**src/rtl/ledfader.sv**
```systemverilog
// LED fader: each channel's brightness ramps toward its i_led target at a programmable rate
// and is driven out as PWM. Define LEDFADER_GAMMA_EN to apply a square-law duty curve.
module ledfader #(
    parameter int          NLEDS        = 8,
    parameter int          PWMBITS      = 8,
    parameter logic [15:0] DEFAULT_RATE = 16'd1023
) (
    input  logic             i_clk,
    input  logic             i_reset,
    input  logic [NLEDS-1:0] i_led,
    input  logic             i_wb_cyc,
    input  logic             i_wb_stb,
    input  logic             i_wb_we,
    input  logic [31:0]      i_wb_data,
    output logic             o_wb_ack,
    output logic             o_wb_stall,
    output logic [31:0]      o_wb_data,
    output logic [NLEDS-1:0] o_pin
);
    localparam logic [PWMBITS-1:0] LVL_MAX = '1;
    localparam logic [PWMBITS-1:0] LVL_ONE = PWMBITS'(1);

    logic [PWMBITS-1:0] pwm_ctr_q;
    logic [15:0]        rate_q, rate_d;
    logic [15:0]        rate_ctr_q, rate_ctr_d;
    logic               bypass_q, bypass_d;
    logic               ack_q;
    logic [PWMBITS-1:0] level_q [NLEDS];
    logic [PWMBITS-1:0] level_d [NLEDS];
    logic [NLEDS-1:0]   pin_q, pin_d;
    logic               wr;
    logic               tick;
    logic               unused_bits;

    assign unused_bits = ^{i_wb_cyc, i_wb_data[31:17]};

    function automatic logic [PWMBITS-1:0] duty(input logic [PWMBITS-1:0] x);
`ifdef LEDFADER_GAMMA_EN
        logic [2*PWMBITS-1:0] sq;
        sq = {{PWMBITS{1'b0}}, x} * {{PWMBITS{1'b0}}, x};
        return sq[2*PWMBITS-1:PWMBITS];
`else
        return x;
`endif
    endfunction

    // A write reloads the rate timer and suppresses that cycle's tick.
    always_comb begin
        wr       = i_wb_stb & i_wb_we;
        tick     = !wr && (rate_ctr_q == 16'd0);
        rate_d   = wr ? i_wb_data[15:0] : rate_q;
        bypass_d = wr ? i_wb_data[16] : bypass_q;
        if (wr)
            rate_ctr_d = i_wb_data[15:0];
        else if (rate_ctr_q == 16'd0)
            rate_ctr_d = rate_q;
        else
            rate_ctr_d = rate_ctr_q - 16'd1;
    end

    always_comb begin
        pin_d = '0;
        for (int k = 0; k < NLEDS; k++) begin
            level_d[k] = level_q[k];
            if (bypass_q)
                level_d[k] = i_led[k] ? LVL_MAX : '0;
            else if (tick) begin
                if (i_led[k] && (level_q[k] != LVL_MAX))
                    level_d[k] = level_q[k] + LVL_ONE;
                else if (!i_led[k] && (level_q[k] != '0))
                    level_d[k] = level_q[k] - LVL_ONE;
            end
            // Full level forces the pin on; the compare alone would miss one PWM slot.
            pin_d[k] = (level_q[k] == LVL_MAX) | (duty(level_q[k]) > pwm_ctr_q);
        end
    end

    always_ff @(posedge i_clk or posedge i_reset) begin
        if (i_reset) begin
            pwm_ctr_q  <= '0;
            rate_q     <= DEFAULT_RATE;
            rate_ctr_q <= DEFAULT_RATE;
            bypass_q   <= 1'b0;
            ack_q      <= 1'b0;
            pin_q      <= '0;
            for (int k = 0; k < NLEDS; k++)
                level_q[k] <= '0;
        end else begin
            pwm_ctr_q  <= pwm_ctr_q + LVL_ONE;
            rate_q     <= rate_d;
            rate_ctr_q <= rate_ctr_d;
            bypass_q   <= bypass_d;
            ack_q      <= i_wb_stb;
            pin_q      <= pin_d;
            for (int k = 0; k < NLEDS; k++)
                level_q[k] <= level_d[k];
        end
    end

    assign o_wb_ack   = ack_q;
    assign o_wb_stall = 1'b0;
    assign o_wb_data  = {15'h0, bypass_q, rate_q};
    assign o_pin      = pin_q;

endmodule

```
**config.mk**
```make
export PLATFORM = sky130hd
export DESIGN_NAME = ledfader
export DESIGN_NICKNAME = d
export VERILOG_FILES = /design/src/rtl/ledfader.sv
export SDC_FILE = /design/constraint.sdc
export NUM_CORES = 1
export LEC_CHECK = 0
export ABC_AREA = 1
export BUFFER_PORTS_ARGS = -buffer_cell sky130_fd_sc_hd__buf_2
export CAP_MARGIN = 20
export CORE_ASPECT_RATIO = 0.75
export CORE_MARGIN = 3
export CORE_UTILIZATION = 35
export CTS_CLUSTER_DIAMETER = 120
export DETAILED_ROUTE_END_ITERATION = 7
export GPL_TIMING_DRIVEN = 0
export PLACE_DENSITY = 0.5
export SYNTH_ARGS = -nofsm -noshare
export SYNTH_HDL_FRONTEND = slang
export SYNTH_SLANG_ARGS = --single-unit
export TNS_END_PERCENT = 50
```
**constraint.sdc**
```tcl
create_clock -name i_clk -period 4.2 [get_ports i_clk]
set_clock_uncertainty 0.05 [all_clocks]
set_input_delay 0.21 -clock i_clk [delete_from_list [all_inputs] [get_ports i_clk]]
set_output_delay 0.21 -clock i_clk [all_outputs]
set_load 0.1 [all_outputs]
```
==> results.cfg <==
[placement]
place_hpwl_um = 20400
place_congestion = 0.847
port_buffers = 54
dp_cells = 1802
dp_slack_ps = 1730

[routing]
num_vias = 9000
antenna_left = 0
drtPass1Iterations = 5
routed_wl_um = 27900
drt_iter0_drc = 587
avgRoutedWirePerCell_um = 15.1
drc = 0
viasPerCell = 4.86

[clocking]
clkLatencyLatePin_ps = 440
cts_root_buf = clkbuf_16
clkSlewWorstSetupHoldPaths_ps = 50
cts_made_buffers = 17
clock_sinks = 114
h-tree-depth = 4
cts_tree = built
cts_max_path_buffers = 2
post-cts-setup-buffers = 0

[yosys]
synth_ff_type = dfrtp_1
synth_area_um2 = 10000
synth-seq-cells = 114
ys_seq_area_frac = 0.287
synth_area_leaders = dfrtp_1 (23%), ha_1 (15%), nand2_1 (13%), nor2_1 (6.0%), a21oi_2 (5.6%)
synthCells = 1354
yosysTopAreaCellShare = 0.235
synth_area_leader_cell = dfrtp_1
synth.distinct_cells = 38
async_flop_share = 1.00
synth.most_common_cell = nand2_1
synth_edf_count = 0
yosysWarnings = 0
synth_common_cells = nand2_1 (350), nor2_1 (161), inv_1 (135)
synth.avg_cell_area_um2 = 7.40

[grt]
antenna_found_initial = 0
grt.overflow.total = 0
grt.total_usage = 0.185
first_global_vias = 8203
grt_pass1_wl_um = 45600
grt_max_degree = 65

[setup_path]
path_cells = nand2_1 -> nor2_1 -> nand2_1 -> nand2_1 -> ha_1 -> or2_2 -> nand2_1 -> inv_1 -> or2_2 -> nand3_1 -> a21oi_2
path_common_cell = nand2_1
cp-start-kind = register
critPathKind = reg -> reg
slowest_stage = dfrtp_1
crit_path_max_fanout = 10
cp-end-kind = register
path_buf_inv = 1
crit_family = simple AND/OR/NAND/NOR gates
cpPeakStageDelay_ps = 500
required_ps = 4460
worstPathArrival_ps = 2740

[die]
die_x_um = 201
die-area_um2 = 30700
coreArea_um2 = 27600
rows = 52
initial_core_util = 0.363
ios = 87
die_y_um = 152

[pwr]
p_int_w = 0.00411
switching_share = 0.493
ir_worst_vdd_v = 0.000347
p_per_area_nw_per_um2 = 696
pwr-share-comb = 0.538
seq_power_share = 0.268
p_leak_nw = 5.72
clkPwrFrac = 0.193
p_switching_w = 0.00399

[sta]
layout_setup_ws_ps = 1730
slew_headroom = 0.446
fmax_ghz = 0.404
finalHoldViolations = 0
tns_ps = 0
worst_slew_pin_slew_ps = 831
post-route-period-util = 0.589
final-max-slew-violation-count = 0
period_minus_slack_ps = 2470
whs_ps = 29.8
setup-violations-final = 0
rsz0062_at_grt = no

[layout]
utilization = 0.422
final_nets = 1636
syn_to_final_growth_pct = 16.2
diodes = 0
drive_above_1_share = 0.163
stdcell_count = 1851

[job]
timing.max_cap.violations = 0

[min_path]
hold_path_class = in -> reg

[run_status]
status = completed
-- cell usage in the layout (no fill, tap or decap), types with 6 or more instances in the layout --
| master | count |
|---|---|
| dlygate4sd3_1 | 17 |
| inv_1 | 134 |
| clkbuf_1 | 9 |
| xor2_1 | 9 |
| clkbuf_16 | 17 |
| a21oi_2 | 64 |
| o21bai_1 | 7 |
| nor2_1 | 161 |
| nor3_1 | 6 |
| or2_2 | 10 |
| nand3_1 | 99 |
| buf_4 | 18 |
| nand3b_1 | 16 |
| buf_2 | 58 |
| fa_1 | 8 |
| nand2_4 | 9 |
| nand4_1 | 27 |
| nor2_8 | 8 |
| o21ai_0 | 65 |
| dfrtp_1 | 94 |
| a21oi_1 | 82 |
| conb_1 | 16 |
| dfstp_2 | 20 |
| ha_1 | 123 |
| clkinv_4 | 11 |
| nand2_1 | 350 |
-- per-stage QoR --
step / total power [W] / cell area [um2]
after floorplan: 0.00553 / 10100
after global placement: 0.00643 / 10800
after detailed placement: 0.00650 / 10800
after CTS: 0.00812 / 11600
after global routing: 0.00891 / 11600
final: 0.00810 / 11600
-- layer usage --
| metal | wire length (um) | track usage |
|---|---|---|
| met5 | 0 | 0 |
| met1 | 15400 | 0.294 |
| met2 | 11300 | 0.260 |
| met4 | 274 | 0.0448 |
| met3 | 943 | 0.0265 |
-- power by group through the flow --
stage	Sequential [W]	Clock, W	Combinational [W]
2_1_floorplan	0.00234	0	0.00319
3_3_place_gp	0.00218	0	0.00425
3_5_place_dp	0.00218	0	0.00432
4_1_cts	0.00217	0.00160	0.00436
5_1_grt	0.00225	0.00165	0.00501
6_report	0.00217	0.00157	0.00436
-- cells by family after synthesis --
group,count (synthesis),synth area share
AO/OA/AOI/OAI,225,0.140
flip-flops,114,0.287
other,1,0.000374
adder cells (fa/ha/maj),131,0.170
buffers and inverters,173,0.0761
AND/OR/NAND/NOR,699,0.316
XOR/XNOR,11,0.00962
-- flip-flops by register name, summed over array words and instances (netlist names) --
name,count
rate_ctr_q,16
bypass_q,1
rate_q,16
o_wb_ack,1
pwm_ctr_q,8
o_pin,8
level_q,64
-- worst reg2reg max path, stage by stage (launching register included) --
cell     delay, ps
dfrtp_1        500
nand2_1         90
nor2_1         110
nand2_1        100
nand2_1        320
ha_1           360
or2_2          320
nand2_1         70
inv_1           40
or2_2          260
nand3_1         80
a21oi_2         60
-- timing repair --
action / CTS / global route
hold buffers: 17 / 0
hold endpoints to repair: 71 / 0
endpoints found under the setup margin: 0 / 0
resized for setup: 0 / 0
-- final timing paths --
check | cells after the start | slack [ps] | to | startpoint
hold / removal | 3 | 30 | rate_q[8] | i_wb_data[8]
setup / recovery | 11 | 1730 | level_q[3] | level_q[1]
min in group asynchronous | 3 | 360 | rate_q[11] | i_reset
hold reg to reg | 2 | 430 | rate_q[3] | rate_q[3]
setup reg to reg | 11 | 1730 | level_q[3] | level_q[1]
max in group asynchronous | 4 | 3030 | level_q[3] | i_reset
-- cell type report --
type	instances	area (um2)
plain buffers	29	181
clock buffers	19	433
clock inverters	13	186
fillers	2859	16000
inverters	144	586
multi-input cells	1082	6430
flip-flops and latches	114	2880
well taps	378	473
repair buffers	72	468
Power figures use the tool's default switching activity.
